### config.mk
export PLATFORM = sky130hd
export DESIGN_NAME = data_bus_port
export DESIGN_NICKNAME = d
export VERILOG_FILES = /design/src/rtl/data_bus_port_pkg.sv /design/src/rtl/data_bus_fifo.sv /design/src/rtl/data_bus_port.sv
export SDC_FILE = /design/constraint.sdc
export NUM_CORES = 1
export LEC_CHECK = 0
export BUFFER_PORTS_ARGS = -buffer_cell sky130_fd_sc_hd__buf_4
export CORE_ASPECT_RATIO = 0.8
export CORE_UTILIZATION = 53
export DETAILED_ROUTE_END_ITERATION = 10
export PLACE_DENSITY_LB_ADDON = 0.25
export SYNTH_ARGS = -nofsm -noshare
export SYNTH_HDL_FRONTEND = slang
export SYNTH_SLANG_ARGS = --single-unit
### constraint.sdc
create_clock -name clk -period 2.2 [get_ports clk]
set_input_delay 0.11 -clock clk [delete_from_list [all_inputs] [get_ports clk]]
set_output_delay 0.11 -clock clk [all_outputs]
set_load 0.02 [all_outputs]
### src/rtl/data_bus_port_pkg.sv
// Shared sizing for the wired-OR data bus: the arbiter and every port import
// these so they agree on word width and transmit buffering.
package data_bus_port_pkg;

  localparam int BUS_DATA_WIDTH      = 8;
  localparam int DATA_BUS_PORT_DEPTH = 4;

  // Occupancy needs one extra bit so a completely full FIFO is representable.
  function automatic int count_width(input int depth);
    return $clog2(depth) + 1;
  endfunction

  localparam int DATA_BUS_PORT_CNT_W = count_width(DATA_BUS_PORT_DEPTH);

endpackage

### src/rtl/data_bus_fifo.sv
// Small synchronous FIFO with an occupancy counter; full/empty come from the
// count rather than from pointer comparison.
module data_bus_fifo
  import data_bus_port_pkg::*;
#(
  parameter int WIDTH = BUS_DATA_WIDTH,
  parameter int DEPTH = DATA_BUS_PORT_DEPTH,
  parameter int CNT_W = DATA_BUS_PORT_CNT_W
) (
  input  logic             clk,
  input  logic             rst_n,
  input  logic             push,
  input  logic             pop,
  input  logic [WIDTH-1:0] wr_data,
  output logic [WIDTH-1:0] head,
  output logic [CNT_W-1:0] count,
  output logic             full,
  output logic             empty
);

  localparam int PTR_W = (DEPTH > 1) ? $clog2(DEPTH) : 1;

  logic [WIDTH-1:0] mem [DEPTH];
  logic [PTR_W-1:0] rd_ptr;
  logic [PTR_W-1:0] wr_ptr;
  logic             push_ok;
  logic             pop_ok;

  assign full    = (count == CNT_W'(DEPTH));
  assign empty   = (count == '0);
  assign push_ok = push && !full;
  assign pop_ok  = pop && !empty;
  assign head    = mem[rd_ptr];

  // Pointers wrap naturally because DEPTH is a power of two.
  always_ff @(posedge clk) begin
    if (!rst_n) begin
      rd_ptr <= '0;
      wr_ptr <= '0;
      count  <= '0;
    end else begin
      if (push_ok) wr_ptr <= wr_ptr + PTR_W'(1);
      if (pop_ok)  rd_ptr <= rd_ptr + PTR_W'(1);
      case ({push_ok, pop_ok})
        2'b10:   count <= count + CNT_W'(1);
        2'b01:   count <= count - CNT_W'(1);
        default: count <= count;
      endcase
    end
  end

  always_ff @(posedge clk) begin
    if (push_ok) mem[wr_ptr] <= wr_data;
  end

endmodule

### src/rtl/data_bus_port.sv
// Module-side endpoint of a wired-OR data bus segment: queues outgoing words,
// drives them only while granted, and captures the combined bus on rx_en.
module data_bus_port
  import data_bus_port_pkg::*;
#(
  parameter int DATA_WIDTH = BUS_DATA_WIDTH,
  parameter int DEPTH      = DATA_BUS_PORT_DEPTH,
  parameter int CNT_W      = DATA_BUS_PORT_CNT_W
) (
  input  logic                  clk,
  input  logic                  rst_n,
  input  logic [DATA_WIDTH-1:0] tx_data,
  input  logic                  tx_valid,
  output logic                  tx_ready,
  output logic [CNT_W-1:0]      tx_count,
  output logic                  bus_req,
  input  logic                  bus_gnt,
  output logic [DATA_WIDTH-1:0] bus_drive,
  input  logic [DATA_WIDTH-1:0] bus_sample,
  input  logic                  rx_en,
  output logic [DATA_WIDTH-1:0] rx_data,
  output logic                  rx_valid,
  output logic                  err_gnt_empty
);

  logic [DATA_WIDTH-1:0] fifo_head;
  logic                  fifo_full;
  logic                  fifo_empty;
  logic                  push;
  logic                  pop;

  assign tx_ready = !fifo_full;
  assign push     = tx_valid && tx_ready;
  assign pop      = bus_gnt && !fifo_empty;
  assign bus_req  = !fifo_empty;

  // Anything but zero outside an owned cycle would corrupt the OR-combined bus.
  assign bus_drive = pop ? fifo_head : '0;

  data_bus_fifo #(
    .WIDTH (DATA_WIDTH),
    .DEPTH (DEPTH),
    .CNT_W (CNT_W)
  ) u_tx_fifo (
    .clk     (clk),
    .rst_n   (rst_n),
    .push    (push),
    .pop     (pop),
    .wr_data (tx_data),
    .head    (fifo_head),
    .count   (tx_count),
    .full    (fifo_full),
    .empty   (fifo_empty)
  );

  always_ff @(posedge clk) begin
    if (!rst_n) begin
      rx_data  <= '0;
      rx_valid <= 1'b0;
    end else begin
      if (rx_en) rx_data <= bus_sample;
      rx_valid <= rx_en;
    end
  end

  // A grant with nothing queued points at an arbiter fault; latch it for software.
  always_ff @(posedge clk) begin
    if (!rst_n) begin
      err_gnt_empty <= 1'b0;
    end else if (bus_gnt && fifo_empty) begin
      err_gnt_empty <= 1'b1;
    end
  end

endmodule
# Yosys cells after proc, flatten, opt, wreduce, memory -nomap -nowiden
# Memory sizes are Yosys's and may differ from the RTL's. A register that Yosys moved wholly into a read port is not among the register bits.
# Cells that the tools add are included.
# totals
reg_bits,17
ram_bits,32
output_inout_bits,23
n_memories,1
# classes
add_sub_neg,4
n_eq_ne,3
mux,6
reduce_logical,9
# memory_table
memory,words,word_bits,rd,rd_clocked_by_memory_dff,write_ports,line_no,source
u_tx_fifo.mem,4,8,1,1,1,data_bus_fifo.sv:23,logic [WIDTH-1:0] mem [DEPTH];
# ops
op,n
$mux W8,1
$pmux W3 S2,1
$logic_and A1 B1 Y1,5
$add A2 B1 Y2 const B,2
$mux W2,2
$add A3 B1 Y3 const B,1
$eq A3 B3 Y1 const B,1
$logic_not A3 Y1,1
$sub A3 B1 Y3 const B,1
$eq A2 B1 Y1 const B,1
$eq A2 B2 Y1 const B,1
$logic_not A1 Y1,2
$mux W1,2
$reduce_bool A2 Y1,1

# Longest topological paths before layout
# depth
word_depth,6
depth_mapped,9
mapped_depth_nobuf,9

# By module
# A second synthesis with hierarchy kept.
# unflattened
hier_cells,139
area_unflattened_um2,2108.3
# by_module_without_submodules
mod,instances,cells_per_inst,area_each_um2,seq_area_each_um2
data_bus_fifo,1,96,1644.1,1141.1
data_bus_port,1,43,464.2,200.2

# Worst setup path after synthesis
# Ideal clock, no wire load.
# synth_timing
kind,register -> register
start,register u_tx_fifo.count[0]
end,register u_tx_fifo.count[2]
setup_time_ps,76
arrival_ps,1975
path_slack_ps,149
stages_incl_launch_ff,10
path_buffers,0
path_cell_list,dfxtp_1 nor2_1 a21boi_2 inv_1 ha_1 inv_1 fa_1 xor2_1 or3_1 a21boi_0
# synth_between
elab_chain_cells,6
word_cells_on_any_way,14
cone_classes,add/sub: 2; eq/ne: 3; mux: 1; reduce/logical: 8
# synth_rtl
item,line_no,source
from (decl),data_bus_fifo.sv:16,"output logic [CNT_W-1:0] count,"
from (signal assigned),data_bus_fifo.sv:45,2'b10: count <= count + CNT_W'(1);
from (signal assigned),data_bus_fifo.sv:46,2'b01: count <= count - CNT_W'(1);
from (signal assigned),data_bus_fifo.sv:47,default: count <= count;
$eq A3 B3 Y1 / $logic_not A3 Y1 (equally long branches),"data_bus_fifo.sv:29, data_bus_fifo.sv:30",
"$logic_not A1 Y1, on equally long branches",--,
"$logic_and A1 B1 Y1, on equally long branches","data_bus_port.sv:33, data_bus_port.sv:34",
"$logic_and A1 B1 Y1, on equally long branches","data_bus_fifo.sv:31, data_bus_fifo.sv:32",
$eq A2 B1 Y1 / $eq A2 B2 Y1 (equally long branches),data_bus_fifo.sv:44,"case ({push_ok, pop_ok})"
$pmux W3 S2 / $reduce_bool A2 Y1 (equally long branches),--,
# Several ways; a longest one is shown, not always the timed one.
# A chain may end at the register's enable or synchronous reset.

# Worst setup path in the final report
# Ends and elaborated chain as after synthesis.

==> flow_metrics.env <==
export IMPL_rows=19
export IMPL_drv_slew=0
export IMPL_drt_initial_drc_count=92
export IMPL_synth_edff_count=32
export IMPL_synth_common_cells="32 x edfxtp_1, 19 x dfxtp_1, 10 x and2_1, 10 x mux2i_1, 10 x nor2b_1"
export IMPL_numCtsBuffers=5
export IMPL_fillCellCount=238
export IMPL_swShare_pct=29.8
export IMPL_grt_pass1_wl_um=5930
export IMPL_clockBufferDepth=2
export IMPL_insertion_delay_ns=0.30
export IMPL_grt_pass1_vias=1255
export IMPL_setup_ws_ns=0.166
export IMPL_vias=1176
export IMPL_overflow=0
export IMPL_worstHoldStart="tx_data[6]"
export IMPL_yosys_area_top_type="edfxtp_1"
export IMPL_fmax_mhz=492
export IMPL_period_share_pct=92.5
export IMPL_ys_seq_area_share_pct=64.8
export IMPL_crit_path_frequent_cell="inv_1"
export IMPL_avgSynthCellArea_um2=15.3
export IMPL_ys_flop_type="edfxtp_1"
export IMPL_pin_count=44
export IMPL_synth_area_leaders="edfxtp_1 46%, dfxtp_1 18%, mux4_2 8.7%, mux2i_1 4.8%, and2_1 3.0%"
export IMPL_peakVddDrop_mv=0.455
export IMPL_ant_nets=0
export IMPL_hpwl_um=2620
export IMPL_pwr_share_clk_pct=20.8
export IMPL_postCtsSetupRepairBufs=0
export IMPL_worstPathRequired_ns=2.43
export IMPL_grt_usage_pct=20.1
export IMPL_start_util_pct=57.7
export IMPL_stdcell_count=236
export IMPL_power_density_mw_per_mm2=1000
export IMPL_coreArea_mm2=0.00359
export IMPL_r2r_end="u_tx_fifo.count[2]"
export IMPL_area_growth_pct=23.7
export IMPL_min_path_type="input port to flop"
export IMPL_pwr_share_comb_pct=29.5
export IMPL_power_mw=2.56
export IMPL_p_int_mw=1.80
export IMPL_final_util_pct=71.3
export IMPL_rsz0062_at_grt="false"
export IMPL_remaining_drc_errors=0
export IMPL_power_switching_uw=764
export IMPL_cts_tree="done"
export IMPL_wl_um=3640
export IMPL_antennaDiodeCount=0
export IMPL_critPathTopFamily="adder cells"
export IMPL_syn_instance_count=135
export IMPL_critPathKind="flop to flop"
export IMPL_root_buffer="clkbuf_8"
export IMPL_cp_startpoint="u_tx_fifo.count[0]"
export IMPL_cts_clk_slew_worst_paths_ns=0.09
export IMPL_h_tree_depth=2
export IMPL_antenna_found_initial=0
export IMPL_startpoint_type="flop"
export IMPL_max_slew_worst_pin_slew_ns=0.524
export IMPL_cp_buffers_inverters=2
export IMPL_finalCriticalPeriod_ns=2.03
export IMPL_yosysUniqueCellTypes=24
export IMPL_postSynth_asyncResetShare_pct=0
export IMPL_whs_path_depth=1
export IMPL_leakage_nw=1.03
export IMPL_drive_gt1_share_pct=34.8
export IMPL_reg2reg_depth=9
export IMPL_port_buffers=43
export IMPL_slew_headroom_pct=65.0
export IMPL_crit_path_end_kind="flop"
export IMPL_yosys_warnings=0
export IMPL_nets=210
export IMPL_synth_top_cell_area_share_pct=46.4
export IMPL_drv_cap=0
export IMPL_grt_max_degree=21
export IMPL_cpPeakStageDelay_ns=0.38
export IMPL_firstDrtPassIters=3
export IMPL_ys_ff_latch=51
export IMPL_reg2reg_slack_ns=0.17
export IMPL_dp_slack_ns=0.0555
export IMPL_power_frac_seq_pct=49.7
export IMPL_setup_violations=0
export IMPL_hold_viol_final=0
export IMPL_avgRoutedWirePerCell_um=15.4
export IMPL_r2r_start="u_tx_fifo.count[0]"
export IMPL_syn_area_mm2=0.00207
export IMPL_syn_nets=162
export IMPL_post_synth_top_count_cell="edfxtp_1"
export IMPL_status="complete, no violations"
export IMPL_slowest_stage="dfxtp_2"
export IMPL_viasPerCell=4.98
export IMPL_path_cells="nor2_2, a21boi_2, inv_1, ha_1, inv_1, fa_1, xor2_1, or3_1, a21boi_1"
export IMPL_hold_path_end="u_tx_fifo.mem[2][6]"
export IMPL_setup_tns_ns=0
export IMPL_cp_max_fo=7
export IMPL_fp_dieW_um=71.9
export IMPL_dp_cells=226
export IMPL_skew_ns=0.00577
export IMPL_clock_sinks=51
export IMPL_place_gp_congestion=0.716
export IMPL_critical_path_arrival_ns=2.26
export IMPL_die_area_mm2=0.00416
export IMPL_fp_dieH_um=57.9
==> through the flow <==
step | area, µm² | hold slack [ns]
after floorplan | 2070 | 0.209
after global placement | 2440 | 0.309
after detailed placement | 2440 | 0.319
after CTS | 2550 | 0.00567
after global routing | 2560 | 0.00115
final | 2560 | 0.0118
==> placed cells by master (no fill, tap or decap) <==
cell	instances
dfxtp_1	16
inv_1	8
dlygate4sd3_1	2
clkinv_1	1
edfxtp_1	32
and2_1	10
a21boi_1	1
mux4_2	8
xor2_1	1
mux2i_1	10
and2b_1	7
nor2_2	1
nand2_1	6
nor2b_1	10
o21ai_0	2
o311ai_1	1
clkbuf_1	1
nor3_1	1
or3_1	1
dfxtp_2	3
o31ai_4	1
a21oi_1	1
ha_1	5
clkbuf_8	6
xnor2_1	3
a21boi_2	1
fa_1	1
buf_4	44
==> worst max path at each step <==
stage	endpoint	slack, ns	depth (start not counted)
final	u_tx_fifo.count[2]	0.17	9
after global routing	u_tx_fifo.count[2]	0.03	9
after CTS	u_tx_fifo.count[2]	0.03	9
after detailed placement	u_tx_fifo.count[2]	0.06	9
after global placement	u_tx_fifo.count[2]	0.19	9
after floorplan	u_tx_fifo.count[2]	0.15	9
==> layer usage <==
layer / vias to the layer above / routed length (µm) / track usage, %
met5: - / 0 / 0
met4: 0 / 62 / 8.68
met1: 572 / 1550 / 23.8
met2: 25 / 1890 / 34.9
met3: 8 / 134 / 5.39
li1: 571 / - / -
==> cell families after synthesis <==
logic type / share of synthesized area [%]
mux: 13.5
flops: 64.8
simple gates: 10.4
fa+ha+maj: 3.99
xor+xnor: 1.69
compound gates: 3.08
buf+inv: 2.48
==> flip-flops by register name, indices dropped and copies added (netlist names), named ones only <==
| name | count |
|---|---|
| u_tx_fifo.mem | 32 |
| rx_data | 8 |
| u_tx_fifo.count | 3 |
| u_tx_fifo.rd_ptr | 2 |
| u_tx_fifo.wr_ptr | 2 |
| err_gnt_empty | 1 |
| rx_valid | 1 |
==> cell type report <==
| cell class | count | area [µm²] | area share (%) |
|---|---|---|---|
| clock inverters | 1 | 3.75 | 0.147 |
| inverters | 8 | 30.0 | 1.17 |
| multi-input cells | 71 | 679 | 26.5 |
| flip-flops and latches | 51 | 1350 | 52.5 |
| clock buffers | 7 | 86.3 | 3.37 |
| repair buffers | 46 | 350 | 13.7 |
| well taps | 52 | 65.1 | 2.54 |
==> what timing repair did <==
action	CTS	global route
hold buffers	2	0
setup endpoints to repair	0	2
hold endpoints to repair	4	0
resized for setup	0	5
==> power by group through the flow <==
stage / Combinational [mW] / Sequential (mW) / Clock (mW)
floorplan: 0.506 / 1.27 / 0
global placement: 0.731 / 1.28 / 0
detailed placement: 0.754 / 1.30 / 0
CTS: 0.760 / 1.27 / 0.547
global route: 0.820 / 1.30 / 0.583
finish: 0.755 / 1.27 / 0.533
No activity file was read; power rests on OpenSTA's default activity.
